<file path="src/rtl/pc_fetch_unit.sv">
// pc_fetch_unit: two-state instruction fetch with branch/jump redirect; define PC_MISALIGN_CHECK_EN to reject misaligned redirect targets
module pc_fetch_unit #(
  parameter logic [31:0] RESET_PC = 32'h0000_0000
) (
  input  logic        clk,
  input  logic        rst,
  input  logic        b_out,
  input  logic [31:0] branch_target,
  input  logic        jump_en,
  input  logic [31:0] jump_target,
  input  logic        stall,
  input  logic        imem_ack,
  input  logic [31:0] imem_rdata,
  output logic        imem_req,
  output logic [31:0] imem_addr,
  output logic [31:0] instr,
  output logic [31:0] instr_pc,
  output logic        instr_valid,
  output logic        misalign
);
  typedef enum logic {FETCH, VALID} state_e;
  state_e      state_q, state_d;
  logic [31:0] pc_q, pc_d, instr_q, instr_d, ipc_q, ipc_d;
  logic [31:0] raw_target, target;
  logic        redirect, take;
  assign redirect   = jump_en | b_out;
  assign raw_target = jump_en ? jump_target : branch_target;
`ifdef PC_MISALIGN_CHECK_EN
  logic misalign_q;
  assign target   = raw_target;
  assign take     = redirect & (raw_target[1:0] == 2'b00);
  assign misalign = misalign_q;
  // a rejected redirect pulses misalign for exactly the following cycle
  always_ff @(posedge clk) begin
    if (rst) misalign_q <= 1'b0;
    else     misalign_q <= redirect & ~take;
  end
`else
  assign target   = raw_target & 32'hFFFF_FFFC;
  assign take     = redirect;
  assign misalign = 1'b0;
`endif
  assign imem_req    = state_q == FETCH;
  assign imem_addr   = pc_q;
  assign instr_valid = state_q == VALID;
  assign instr       = instr_q;
  assign instr_pc    = ipc_q;
  // redirect beats everything (including a same-cycle ack and stall), then capture, then release
  always_comb begin
    state_d = state_q;
    pc_d    = pc_q;
    instr_d = instr_q;
    ipc_d   = ipc_q;
    if (take) begin
      state_d = FETCH;
      pc_d    = target;
    end else if (state_q == FETCH && imem_ack) begin
      state_d = VALID;
      instr_d = imem_rdata;
      ipc_d   = pc_q;
      pc_d    = pc_q + 32'd4;
    end else if (state_q == VALID && !stall) begin
      state_d = FETCH;
    end
  end
  // state registers; reset loads the boot PC and a NOP
  always_ff @(posedge clk) begin
    if (rst) begin
      state_q <= FETCH;
      pc_q    <= RESET_PC;
      instr_q <= 32'h0000_0013;
      ipc_q   <= RESET_PC;
    end else begin
      state_q <= state_d;
      pc_q    <= pc_d;
      instr_q <= instr_d;
      ipc_q   <= ipc_d;
    end
  end
endmodule

</file>
<file path="config.mk">
export PLATFORM = sky130hd
export DESIGN_NAME = pc_fetch_unit
export DESIGN_NICKNAME = d
export VERILOG_FILES = /design/src/rtl/pc_fetch_unit.sv
export SDC_FILE = /design/constraint.sdc
export NUM_CORES = 1
export LEC_CHECK = 0
export ABC_AREA = 1
export ABC_CLOCK_PERIOD_IN_PS = 1900
export BUFFER_PORTS_ARGS = -buffer_cell sky130_fd_sc_hd__buf_4
export CORE_UTILIZATION = 47
export CTS_BUF_LIST = sky130_fd_sc_hd__clkbuf_8 sky130_fd_sc_hd__clkbuf_16
export DETAILED_ROUTE_END_ITERATION = 10
export PLACE_DENSITY_LB_ADDON = 0.1
export SETUP_SLACK_MARGIN = 0.02
export SYNTH_ARGS = -nofsm -noshare
export SYNTH_HDL_FRONTEND = slang
export SYNTH_SLANG_ARGS = --single-unit
</file>
<file path="constraint.sdc">
create_clock -name clk -period 1.9 [get_ports clk]
set_input_delay 0.19 -clock clk [delete_from_list [all_inputs] [get_ports clk]]
set_output_delay 0.19 -clock clk [all_outputs]
set_load 0.01 [all_outputs]
</file>
==> out/results.md <==
| Parameter | Reported | Unit |
|:---|:---|:---|
| Clock tree from TritonCTS | yes | - |
| Final ANT Viol Nets | 0 | - |
| Number of sinks driven by the clock tree | 93 | - |
| Outcome | completed | - |
| Synth Flop Type | dfxtp_1 | - |
| Required time of the critical path | 2.20 | ns |
| Routed wire length | 13,600 | um |
| Syn avg cell area | 7.09 | sq um |
| DRC marker count from the first detailed-route iteration | 355 | - |
| Placed Cells | 932 | - |
| Global-route wire length before repair | 21,900 | um |
| Max_cap viols | 0 | - |
| Fin Hold WS | 0.0216 | ns |
| Number of synthesized flops with an enable pin | 0 | - |
| Most area-consuming cells after synthesis | dfxtp_1, nor2_1, o21ai_0 | - |
| Pins Over Slew Limit | 0 | - |
| Largest driver fanout on the critical path | 6 | - |
| Initial Util | 48.6 | % |
| Vias per Instance | 5.24 | - |
| Overall die width | 99.9 | um |
| Number of antenna violations at the first check in global routing | 0 | - |
| First drt pass iteration count | 6 | - |
| Final Hold Fails | 0 | - |
| Post-synthesis cell area | 0.00451 | sq mm |
| CTS clock-pin slew for the worst setup and hold paths | 0.10 | ns |
| Worst-case clock buffer depth | 2 | - |
| Htree depth | 3 | - |
| DRC Markers | 0 | - |
| Area inside the core boundary | 0.00928 | sq mm |
| Synth unique cells | 37 | - |
| FP Rows | 35 | - |
| Clock Skews | 0.0123 | ns |
| Routed wire length per instance | 14.3 | um |
| Worst ir drop on vdd | 0.391 | mV |
| Nature of the critical path endpoint | register | - |
| Ratio of total power to cell area | 687 | mW/mm^2 |
| Final setup violation count | 0 | - |
| Startpoint of the worst setup timing path | imem_addr[3] | - |
| Final GP Congestion | 0.866 | - |
| Number of synthesis warnings | 0 | - |
| TritonCTS buffer count | 9 | - |
| Hold bufs inserted after CTS | 0 | - |
| Layout area overhead | 37.9 | % |
| Post-route non-filler standard cell count | 950 | - |
| Vertical die dimension | 99.9 | um |
| CP Class | register to register | - |
| Vias in the first global route | 4,455 | - |
| I/O pin cnt | 201 | - |
| Library cell with the largest summed area after synthesis | dfxtp_1 | - |
| Nets | 919 | - |
| DP Wirelength | 10,000 | um |
| Minimum setup slack among reg-to-reg paths | 0.19 | ns |
| Maximum number of pins on one net before global-route repair | 63 | - |
| Final critical path time including I/O delays and setup | 1.71 | ns |
| Startpoint type of the worst setup path | register | - |
| Final clock period utilization by the worst path | 90.2 | % |
| Setup repair after global routing missed its margin | no | - |
| Port buffer count | 191 | - |
| Area share of the largest cell type after synthesis | 41.3 | % |
| Max Fclk | 583 | MHz |
| Total GRT Usage | 27.5 | % |
| Class of the most critical hold timing path | primary input to register | - |
| Reg2Reg Depth | 10 | - |
| Crit path DAT | 2.02 | ns |
| Cells after Synth | 636 | - |
| Worst hold path stage count | 3 | - |
| Proportion of layout cells with a drive suffix above 1 | 30.8 | % |
| GRT overflow | 0 | - |
| Share of the yosys chip area belonging to registers | 41.3 | % |
| Clock latency on the worst-skew pair | 0.36 | ns |
| P_leak | 2.80 | nW |
| Launching point of the worst reg2reg path | imem_addr[3] | - |
| Post-Route Utilization | 67.0 | % |
| Proportion of synthesized flip-flops having asynchronous set or reset | 0 | % |
| Worst Hold Launch | imem_rdata[0] | - |
| Setup TNS after final layout | 0 | ns |
| Antenna diode count | 0 | - |
| Via count of the routed design | 4,978 | - |
| Die ar. | 0.00999 | sq mm |
| FF+latch count, synth | 93 | - |
| Root Buffer Master | clkbuf_8 | - |
-- critical path, stage by stage, from the launching register on --
cell     delay [ns]
dfxtp_2        0.38
ha_1           0.20
nand2_2        0.08
nor2_4         0.14
nand2_1        0.17
nor2_4         0.24
buf_4          0.16
nand2_1        0.04
nand2_1        0.06
nand3_1        0.06
a21oi_1        0.11
-- cell usage in the layout (no fill, tap or decap), types with 2 or more instances in the layout --
cell,n
a21oi_1,42
a31oi_1,4
a22oi_1,9
clkinvlp_4,2
inv_1,41
o21ai_1,2
buf_4,204
dfxtp_2,2
nand3_1,45
nor3_1,3
nand2_1,93
a211oi_1,5
xor2_1,2
conb_1,5
nor2_2,7
nand4_1,9
clkbuf_8,10
buf_12,2
a221oi_1,12
dfxtp_1,91
nand2_2,3
inv_2,6
o211ai_1,2
o21ai_0,84
inv_6,2
nor2_4,8
nor2_1,113
-- path summary, 6_finish.rpt --
check / endpoint
max: imem_addr[22]
min: instr[0]
max reg2reg: imem_addr[22]
min reg2reg: instr_pc[17]
-- per-layer routing --
metal  track usage [%]  share of wire [%]
met4              7.69                2.1
met1              35.6                 43
met3              5.01                7.6
met5                 0                  0
met2              47.1                 47
-- kinds of logic after synthesis --
family | count (synthesis) | share of synthesized area, %
and+or+nand+nor | 287 | 28.4
xor gates and xnor gates | 2 | 0.389
adders and majority gates | 1 | 0.278
DFF | 93 | 41.3
AOI/OAI and AO/OA | 163 | 20.3
other | 1 | 0.0832
buffers and inverters | 89 | 9.21
-- power by group --
part	switching [W]	total (W)	internal [W]
Combinational	0.000398	0.000806	0.000408
Sequential	0.000120	0.00218	0.00206
Clock	0.000752	0.00128	0.000532
-- cells in the mapped netlist (2+ instances only) --
cell type,number
nor2_1,114
dfxtp_1,93
nand2_1,93
o21ai_0,84
nand3_1,45
a21oi_1,42
inv_1,42
clkbuf_1,14
buf_2,13
a221oi_1,12
buf_4,11
a22oi_1,9
nand4_1,9
nor2_4,8
a211oi_1,5
inv_2,5
nor2_2,5
a31oi_1,4
buf_6,3
nand2_2,3
nor3_1,3
o211ai_1,2
o21ai_1,2
xor2_1,2
-- state kept, by name, indices dropped and copies added, names as in the netlist --
signal,cells
instr_pc,30
instr_valid,1
instr,32
imem_addr,30
-- stage by stage --
step / setup slack [ns] / cell area, sq um / power, W
after floorplan: 0.419 / 4520 / 0.00260
after detailed placement: 0.191 / 6010 / 0.00303
after CTS: 0.158 / 6200 / 0.00430
after global routing: 0.0635 / 6220 / 0.00448
final: 0.185 / 6220 / 0.00427
after global placement: 0.279 / 6010 / 0.00301
-- layout make-up --
type | instances | area (sq um)
fillers | 871 | 3070
inverters | 47 | 176
flip-flops and latches | 93 | 1860
repair buffers | 206 | 1570
well taps | 129 | 161
clock inverters | 6 | 52.6
multi-input cells | 459 | 2250
clock buffers | 10 | 138
-- repair_timing --
action,in CTS,in global routing
setup buffers,0,1
resized for setup,0,2
endpoints found under the setup margin,0,2
(Power assumes the default switching activity.)
